==> src/rtl/w_ptr_level_prog.sv <==
// w_ptr_level_prog: write-domain pointer/flag block for the async camera-data FIFO.
// Produces the binary RAM write address, the Gray write pointer for the read-side
// synchroniser, the full flag, a programmable almost-full flag and the fill level
// as seen from the write clock domain.
// Optional build macro: WPTR_OVF_STICKY_EN enables the sticky write-while-full flag.
module w_ptr_level_prog #(
  parameter int unsigned ADDR_SIZE  = 4,
  parameter int unsigned AF_DEFAULT = 4
) (
  input  logic                 w_clk,
  input  logic                 w_rst,
  input  logic                 w_inc,
  input  logic [ADDR_SIZE:0]   w_syn_r_gray,
  input  logic [ADDR_SIZE:0]   w_af_thresh,
  input  logic                 w_af_load,
  input  logic                 w_ovf_clr,
  output logic [ADDR_SIZE-1:0] w_addr,
  output logic [ADDR_SIZE:0]   w_gray,
  output logic                 w_full,
  output logic                 w_almost_full,
  output logic [ADDR_SIZE:0]   w_level,
  output logic                 w_ovf
);

  localparam int unsigned PW    = ADDR_SIZE + 1;
  localparam int unsigned DEPTH = 1 << ADDR_SIZE;
  localparam logic [PW-1:0] DEPTH_W = PW'(DEPTH);
  localparam logic [PW-1:0] THR_RST = (AF_DEFAULT > DEPTH) ? PW'(DEPTH) : PW'(AF_DEFAULT);

  logic [PW-1:0] r_bin;
  logic [PW-1:0] r_gray;
  logic          r_full;
  logic          r_af;
  logic [PW-1:0] r_level;
  logic [PW-1:0] r_thr;

  logic          w_wr_ok;
  logic [PW-1:0] w_bin_next;
  logic [PW-1:0] w_gray_next;
  logic [PW-1:0] w_r_bin_s;
  logic [PW-1:0] w_level_next;
  logic [PW-1:0] w_free_next;
  logic [PW-1:0] w_full_gray;
  logic          w_full_val;
  logic          w_af_val;
  logic [PW-1:0] w_thr_clamped;

  // Next pointer, decoded read pointer and next-cycle flag values
  always_comb begin
    w_wr_ok     = w_inc & ~r_full;
    w_bin_next  = r_bin + PW'(w_wr_ok);
    w_gray_next = (w_bin_next >> 1) ^ w_bin_next;
    w_r_bin_s   = '0;
    for (int i = 0; i < int'(PW); i++) begin
      w_r_bin_s[i] = ^(w_syn_r_gray >> i);
    end
    w_level_next  = w_bin_next - w_r_bin_s;
    w_free_next   = DEPTH_W - w_level_next;
    w_full_gray   = {~w_syn_r_gray[PW-1:PW-2], w_syn_r_gray[PW-3:0]};
    w_full_val    = (w_gray_next == w_full_gray);
    w_af_val      = (w_free_next <= r_thr);
    w_thr_clamped = (w_af_thresh > DEPTH_W) ? DEPTH_W : w_af_thresh;
  end

  // Pointer, level and flag registers; flags track the read pointer every cycle
  always_ff @(posedge w_clk or posedge w_rst) begin
    if (w_rst) begin
      r_bin   <= '0;
      r_gray  <= '0;
      r_full  <= 1'b0;
      r_af    <= 1'b0;
      r_level <= '0;
    end else begin
      r_bin   <= w_bin_next;
      r_gray  <= w_gray_next;
      r_full  <= w_full_val;
      r_af    <= w_af_val;
      r_level <= w_level_next;
    end
  end

  // Almost-full threshold; a load takes effect from the following edge
  always_ff @(posedge w_clk or posedge w_rst) begin
    if (w_rst) begin
      r_thr <= THR_RST;
    end else if (w_af_load) begin
      r_thr <= w_thr_clamped;
    end
  end

`ifdef WPTR_OVF_STICKY_EN
  logic r_ovf;

  // Sticky overflow: a write attempt while full sets it, set beats clear
  always_ff @(posedge w_clk or posedge w_rst) begin
    if (w_rst) begin
      r_ovf <= 1'b0;
    end else if (w_inc & r_full) begin
      r_ovf <= 1'b1;
    end else if (w_ovf_clr) begin
      r_ovf <= 1'b0;
    end
  end

  assign w_ovf = r_ovf;
`else
  logic w_unused_ovf_clr;

  assign w_unused_ovf_clr = w_ovf_clr;
  assign w_ovf            = 1'b0;
`endif

  assign w_addr        = r_bin[ADDR_SIZE-1:0];
  assign w_gray        = r_gray;
  assign w_full        = r_full;
  assign w_almost_full = r_af;
  assign w_level       = r_level;

endmodule

==> config.mk <==
export PLATFORM = sky130hd
export DESIGN_NAME = w_ptr_level_prog
export DESIGN_NICKNAME = d
export VERILOG_FILES = /design/src/rtl/w_ptr_level_prog.sv
export SDC_FILE = /design/constraint.sdc
export NUM_CORES = 1
export LEC_CHECK = 0
export ABC_CLOCK_PERIOD_IN_PS = 7800
export CAP_MARGIN = 40
export CORE_MARGIN = 4
export CORE_UTILIZATION = 40
export CTS_CLUSTER_DIAMETER = 80
export CTS_CLUSTER_SIZE = 20
export DETAILED_ROUTE_END_ITERATION = 8
export GPL_TIMING_DRIVEN = 0
export PLACE_DENSITY_LB_ADDON = 0.12
export SLEW_MARGIN = 30
export SYNTH_ARGS = -nofsm -noshare
export SYNTH_HDL_FRONTEND = slang
export SYNTH_SLANG_ARGS = --single-unit
==> constraint.sdc <==
create_clock -name w_clk -period 7.8 [get_ports w_clk]
set_clock_uncertainty 0.15 [all_clocks]
set_input_delay 1.56 -clock w_clk [delete_from_list [all_inputs] [get_ports w_clk]]
set_output_delay 1.56 -clock w_clk [all_outputs]
set_load 0.01 [all_outputs]
Word-level counts from Yosys, hierarchy flattened
Index checks and enable logic that the tools add are counted.
W data, S select, Z words.
- register bits after elaboration: 22
- output and inout port bits: 17
- $add $sub $neg: 3
- magnitude comparators: 2
- eq/ne operators: 1
- mux-type cells: 1
- bitwise logic cells: 4
- reductions and logical operators: 5
- operators with widths (kind ; number):
    $reduce_xor A5 Y1 ; 5
    $add A5 B1 Y5 ; 1
    $eq A5 B5 Y1 ; 1
    $gt A5 B5 Y1 const B ; 1
    $le A5 B5 Y1 ; 1
    $mux W5 ; 1
    $sub A5 B5 Y5 ; 1
    $sub A5 B5 Y5 const A ; 1
    $xor A4 B5 Y5 ; 1
    $not A2 Y2 ; 1
    $and A1 B1 Y1 ; 1
    $not A1 Y1 ; 1

Longest topological paths before layout
Gate-level depths: netlist (run 1).
- depth in word-level cells: 6
- depth in mapped cells: 15
- depth with buffers taken out: 15

Least setup slack after synthesis (run 1)
No wires, ideal clock.
- kind: input port to flip-flop
- start: in w_syn_r_gray[4]
- end: reg r_af, in the netlist w_almost_full
- setup time: 83 ps
- arrival time: 4481 ps
- required time: 7567 ps
- setup slack: 3086 ps
- stages on the path: 14
- path buffers: 0
- path through: xor3_2 > xnor2_1 > xnor2_1 > ha_1 > inv_1 > fa_1 > inv_1 > ha_1 > ha_1 > nor2b_1 > o21a_1 > o21a_1 > o21a_1 > o21ai_0
- longest elaborated chain between the ends: 4
- RTL lines (element ; line ; source):
    from (decl) ; 13 ; input logic [ADDR_SIZE:0] w_syn_r_gray,
    $reduce_xor A5 Y1 ; 55 ; w_r_bin_s[i] = ^(w_syn_r_gray >> i);
    $sub A5 B5 Y5 * ; 57 ; w_level_next = w_bin_next - w_r_bin_s;
    named net w_level_next[1] ; 41 ; logic [PW-1:0] w_level_next;
    $sub A5 B5 Y5 * ; 58 ; w_free_next = DEPTH_W - w_level_next;
    $le A5 B5 Y1 * ; 61 ; w_af_val = (w_free_next <= r_thr);
    named net w_af_val ; 45 ; logic w_af_val;
    to (signal assigned) ; 77 ; r_af <= w_af_val;
    to (decl) ; 33 ; logic r_af;
Mark *: on every way through the listed nets, which the timed path passes. The rest lies on a longest branch.
A chain may end at the register's enable or synchronous reset.

Final worst setup path (run 1)
- start: in w_syn_r_gray[4]
- end: reg r_af, in the netlist w_almost_full
- longest elaborated chain between the ends: 4
- RTL lines (element ; line):
    $reduce_xor A5 Y1 ; 55
    $sub A5 B5 Y5 * ; 57
    $sub A5 B5 Y5 * ; 58
    $le A5 B5 Y1 * ; 61
    named net w_af_val ; 45
Marks and branches as above.

==> flow_summary.ini, run 1 <==
[clock_network]
clock_sinks = 21
clkLatencyLatePin_ns = 0.30
cts_resized = 0
clockBufferDepth = 2
hold_buffers = 0
cts_root_buf = clkbuf_4
cts_setup_buffers = 0
clk_pin_slew_worst_paths_ns = 0.11
htreeDepth = 1
cts_tree = built
numCtsBuffers = 3

[yosys]
yosys.area.top_type = dfrtp_1
synthArstFlopShare = 1.000
postSynthNetCount = 135
yosysMostFrequentCell = dfrtp_1
syn_area_per_cell_um2 = 11.26
synth-seq-cells = 21
synthCells = 108
synth_ff_type = dfrtp_1
synth_cell_type_count = 28
syn_area_mm2 = 0.001216
synth_area_leaders = dfrtp_1 41%, ha_1 11%, xor2_1 7.9%
synth.top_cell.area_share = 0.4115
yosys_warnings = 0
synth-edff-count = 0
ys_seq_area_frac = 0.4331
synth.top_cells.by_count = 20 x dfrtp_1, 14 x inv_1, 11 x ha_1, 11 x xor2_1, 9 x o21ai_0

[setup_path]
cpPeakStageDelay_ns = 0.53
worstPathArrival_ns = 5.31
path_class = in2reg
worst_setup_path_start_kind = input pin
reg2reg_from = w_full$_DFF_PP0_
crit_path_end_kind = register
cp.required_ns = 7.87
startpoint = w_syn_r_gray[4]
crit_path_frequent_cell = o21a_1
cp_max_fo = 5
crit_chain = clkdlybuf4s50_1 > xor3_2 > xnor2_1 > xnor2_1 > ha_1 > inv_1 > fa_1 > xor3_2 > xor2_1 > ha_1 > o21a_1 > o21a_1 > o21a_1 > o21ai_0
cpMaxStageDelayCell = clkdlybuf4s50_1

[placement]
portBuffers = 28
place.gp.congestion = 0.6976
dp_hpwl_um = 1837

[drt]
ant_nets = 0
wirelength_um = 2238
drc = 0
vias = 854
drt_iter0_markers = 11
vias_per_cell = 4.965
dr.pass1.iters = 2
routedWlPerCell_um = 13.01

[sta]
tns_ns = 0
maxSlewViolCount = 0
fmax_mhz = 191.0
fin_crit_ns = 5.236
finalCritPeriodShare = 0.6712
rsz0062_at_grt = no
setup-violations-final = 0
finalHoldViolations = 0

[run]
drv_cap = 0

[power]
p_leak_nw = 0.7105
sequentialPowerShare = 0.220
switchingPower_uw = 347.2
switching_share = 0.4199
pwr-share-comb = 0.717
share_clk_of_total_power = 0.062
peakVddDrop_v = 0.0002995
p_per_area_mw_per_mm2 = 525.3
intPower_uw = 479.6

[cells_and_area]
nFillCells = 260
num_antenna_cells = 0
fin_nets = 169
drive_gt1_frac = 0.09929
areaGrowthSynthToFinish_pct = 29.42
fin_util = 0.5564

[grt]
grt_pass1_wl_um = 3967
grt_pass1_vias = 912
antenna_found_initial = 0
track_usage = 0.1266
grt_max_degree = 22
grt-ovfl-total = 0

[min_path]
hold_start = r_thr[2]$_DFFE_PP1P_
worstHoldPathType = reg2reg

[floorplan]
die_h_um = 63.14
initial_core_util = 0.4299
core_area_mm2 = 0.002829
num_rows = 19
die_area_mm2 = 0.003987
die_w_um = 63.14
io_pins = 32

[run_status]
status = complete, no violations
## per-layer routing
metal / vias up / wire length, µm / global-route usage
met2: 22 / 990 / 0.1910
met5: - / 0 / 0
met3: 5 / 112 / 0.02309
met1: 400 / 1066 / 0.1629
li1: 427 / - / -
met4: 0 / 69 / 0.08815
## cell type report
type,count,area [µm²],share of cell area
multi-input combinational,71,625.6,0.3975
sequential,21,526.8,0.3347
timing repair buffer,29,291.5,0.1852
inverter,14,52.55,0.03339
tap,31,38.79,0.02464
clock buffer,3,22.52,0.01431
buffer,2,11.26,0.007154
clock inverter,1,5.005,0.003180
## stage by stage
stage | hold slack [ns] | power (mW) | instances | setup WS, ns | cell area, µm²
final | 0.3966 | 0.8268 | 172 | 2.564 | 1574
after CTS | 0.4015 | 0.8401 | 171 | 2.533 | 1563
after detailed placement | 0.3869 | 0.7869 | 167 | 2.207 | 1535
after floorplan | 0.3298 | 0.6042 | 108 | 3.086 | 1216
after global placement | 0.3700 | 0.7668 | 167 | 2.262 | 1535
after global routing | 0.4221 | 0.9180 | 172 | 2.303 | 1574
## final timing paths
check / to / slack (ns) / depth (start not counted)
setup / recovery: w_almost_full$_DFF_PP0_ / 2.56 / 14
hold / removal: r_thr[2]$_DFFE_PP1P_ / 0.40 / 2
setup reg to reg: w_almost_full$_DFF_PP0_ / 4.46 / 14
hold reg to reg: r_thr[2]$_DFFE_PP1P_ / 0.40 / 2
max in group asynchronous: r_bin[2]$_DFF_PP0_ / 5.66 / 3
min in group asynchronous: w_gray[1]$_DFF_PP0_ / 1.40 / 2
## cell usage in the layout, fill, tap and decap left out, types with 2 or more instances in the layout
cell,Yosys,routed
a31oi_1,2,2
o21a_1,3,3
inv_1,14,14
nor2b_1,3,3
nor3_1,2,2
xnor2_1,7,7
dfrtp_1,20,20
nand3_1,4,4
xor3_2,2,2
nand3b_1,4,4
and3_1,2,2
clkbuf_4,0,3
ha_1,11,11
xor2_1,11,11
o21ai_0,9,9
clkdlybuf4s50_1,0,28
## critical path, delay by kind of cell
| family | cells | cell delay [ns] |
|---|---|---|
| AO/OA/AOI/OAI | 4 | 0.58 |
| XOR/XNOR | 5 | 1.72 |
| adder cells (fa/ha/maj) | 3 | 0.85 |
| buffers and inverters | 2 | 0.59 |
## flip-flops by register name (all words and copies together), names as in the netlist
| signal | count |
|---|---|
| r_thr | 5 |
| w_full | 1 |
| w_gray | 4 |
| w_almost_full | 1 |
| w_level | 5 |
| r_bin | 5 |
## power by group through the flow
stage	clock network (mW)	registers, mW	logic, mW
after detailed placement	0	0.186	0.601
after global routing	0.0584	0.189	0.671
after floorplan	0	0.205	0.399
after CTS	0.0533	0.184	0.603
final	0.0514	0.182	0.593
after global placement	0	0.184	0.583
## logic make-up after synthesis
group	share of synthesized area
xor+xnor	0.1934
flops	0.4331
simple gates	0.09363
compound gates	0.09465
buf+inv	0.05247
fa+ha+maj	0.1296
other cells	0.003083
(Power assumes the default switching activity.)
==> run 2: changes to the inputs <==
--- a/config.mk
+++ b/config.mk
@@ -5,7 +5,7 @@
 export SDC_FILE = /design/constraint.sdc
 export NUM_CORES = 1
 export LEC_CHECK = 0
-export ABC_CLOCK_PERIOD_IN_PS = 7800
+export ABC_CLOCK_PERIOD_IN_PS = 4600
 export CAP_MARGIN = 40
 export CORE_MARGIN = 4
 export CORE_UTILIZATION = 40
==> constraint.sdc (replaced) <==
create_clock -name w_clk -period 4.6 [get_ports w_clk]
set_clock_uncertainty 0.15 [all_clocks]
set_input_delay 0.92 -clock w_clk [delete_from_list [all_inputs] [get_ports w_clk]]
set_output_delay 0.92 -clock w_clk [all_outputs]
set_load 0.01 [all_outputs]
==> run 2 against run 1 <==
Against the previous run:
- global-route usage grew 0.19 points
- die area did not move
- cell area up 1.7%
- core utilization is 0.93 points higher
- final cell count up 0.58%
- via count up 0.82%
- critical path depth did not move
- hold slack unchanged
- flip-flop and latch count is the same
- critical endpoint unchanged
- largest cell class unchanged
- largest power group unchanged
==> flow_summary.ini, run 2 (same netlist as run 1, synthesis figures left out) <==
[run]
drv_cap = 0

[drt]
drt_iter0_markers = 12
vias = 861
routedWlPerCell_um = 13.13
wirelength_um = 2272
dr.pass1.iters = 2
ant_nets = 0
drc = 0
vias_per_cell = 4.977

[setup_path]
cp.required_ns = 4.67
cpPeakStageDelay_ns = 0.50
crit_chain = clkdlybuf4s50_1 > xor3_2 > xnor2_4 > xnor2_1 > ha_1 > inv_1 > fa_1 > xor3_2 > xor2_1 > ha_1 > o21a_1 > o21a_1 > o21a_1 > o21ai_0
cp_max_fo = 4
crit_path_end_kind = register
crit_family = XOR/XNOR gates
path_class = in2reg
cpMaxStageDelayCell = xor3_2
worstPathArrival_ns = 4.43
worst_setup_path_start_kind = input pin
critPathBufInv = 2
crit_path_frequent_cell = o21a_1
regToRegSetupSlack_ns = 1.26

[cells_and_area]
final_common_cell = clkdlybuf4s50_1
layout_common_cells = 28 x clkdlybuf4s50_1, 20 x dfrtp_1, 14 x inv_1
fin_util = 0.5657
num_antenna_cells = 0
final_cell_area_mm2 = 0.001600
drive_gt1_frac = 0.1127
areaGrowthSynthToFinish_pct = 31.58
fin_nets = 170

[clock_network]
htreeDepth = 1
numCtsBuffers = 3
hold_buffers = 0
clockBufferDepth = 2
clock_sinks = 21
clkLatencyLatePin_ns = 0.30
cts_root_buf = clkbuf_4
clk_pin_slew_worst_paths_ns = 0.11
cts_tree = built

[power]
switchingPower_uw = 591.5
switching_share = 0.4197
finalPower_mw = 1.409
sequentialPowerShare = 0.219
peakVddDrop_v = 0.0005079
p_leak_nw = 0.7224
share_clk_of_total_power = 0.062
pwr-share-comb = 0.719
p_per_area_mw_per_mm2 = 880.6
intPower_uw = 817.8

[grt]
grt_pass1_vias = 920
met1_usage = 0.1631
busiest_layer = met2
track_usage = 0.1285
grt_pass1_wl_um = 4015
grt-ovfl-total = 0
global_route.usage.met2 = 0.1976
antenna_found_initial = 0
grt.met3_usage = 0.02309
grt_max_degree = 22

[floorplan]
core_area_mm2 = 0.002829
die_w_um = 63.14
num_rows = 19
die_h_um = 63.14
die_area_mm2 = 0.003987
io_pins = 32
initial_core_util = 0.4299

[placement]
portBuffers = 28
dp_hpwl_um = 1837
pre_cts_ws_ns = -0.3526
place.gp.congestion = 0.6976
place_area_mm2 = 0.001535

[sta]
layout_setup_ws_ns = 0.2457
setup-violations-final = 0
fmax_mhz = 229.7
finalHoldViolations = 0
maxSlewViolCount = 0
finalCritPeriodShare = 0.9466
whs_ns = 0.3966
fin_crit_ns = 4.354
rsz0062_at_grt = no

[run_status]
status = complete, no violations

[min_path]
worstHoldPathType = reg2reg
-- run 2: cell types whose count changed in the layout (fill, tap and decap cells not counted), sizes merged --
cell / before / now
buf: 2 / 3
-- run 2: worst reg2reg max path, cell delays in order, from the launching register on --
cell and delay (ns):
dfrtp_1 0.40, nor2b_1 0.12, ha_1 0.18, nand3_1 0.09
xor2_1 0.33, inv_1 0.12, ha_1 0.38, nor4_1 0.31
a31oi_1 0.10, and2_1 0.20, xor2_1 0.16, ha_1 0.30
o21a_1 0.11, o21a_1 0.15, o21ai_0 0.16
-- run 2: per-layer routing --
layer,routed length (µm),vias up
met3,112,5
met1,1078,405
li1,-,429
met5,0,-
met4,69,0
met2,1013,22
-- run 2: metrics by stage --
| step | TNS, ns | std cells |
|---|---|---|
| 6_report | 0 | 173 |
| 3_5_place_dp | -0.3526 | 167 |
| 5_1_grt | 0 | 173 |
| 3_3_place_gp | -0.2977 | 167 |
| 4_1_cts | 0 | 171 |
| 2_1_floorplan | 0 | 108 |
-- run 2: layout make-up --
cell class	instances	area (µm²)
inverters	14	52.55
plain buffers	2	11.26
repair buffers	30	299.0
well taps	31	38.79
flip-flops and latches	21	526.8
fillers	259	1229
multi-input cells	71	644.4
clock buffers	3	22.52
clock inverters	1	5.005
-- run 2: path summary, 6_finish.rpt --
kind                                           end  cells after the start            startpoint
max reg2reg                w_almost_full$_DFF_PP0_                     14      w_full$_DFF_PP0_
min                           r_thr[2]$_DFFE_PP1P_                      2  r_thr[2]$_DFFE_PP1P_
max                        w_almost_full$_DFF_PP0_                     14       w_syn_r_gray[2]
min reg2reg                   r_thr[2]$_DFFE_PP1P_                      2  r_thr[2]$_DFFE_PP1P_
max in group asynchronous       r_bin[2]$_DFF_PP0_                      3                 w_rst
min in group asynchronous      w_gray[1]$_DFF_PP0_                      2                 w_rst
-- run 2: power groups by stage --
stage	logic (mW)	registers, mW	clock network [mW]
floorplan	0.677	0.348	0
global placement	0.988	0.312	0
detailed placement	1.02	0.316	0
CTS	1.02	0.311	0.0904
global route	1.15	0.320	0.0990
finish	1.01	0.309	0.0871
-- run 2: what timing repair did --
action,4_1_cts,5_1_grt
setup endpoints to repair,1,1
pin swaps,0,1
buffers inserted,0,1
resized for setup,1,1
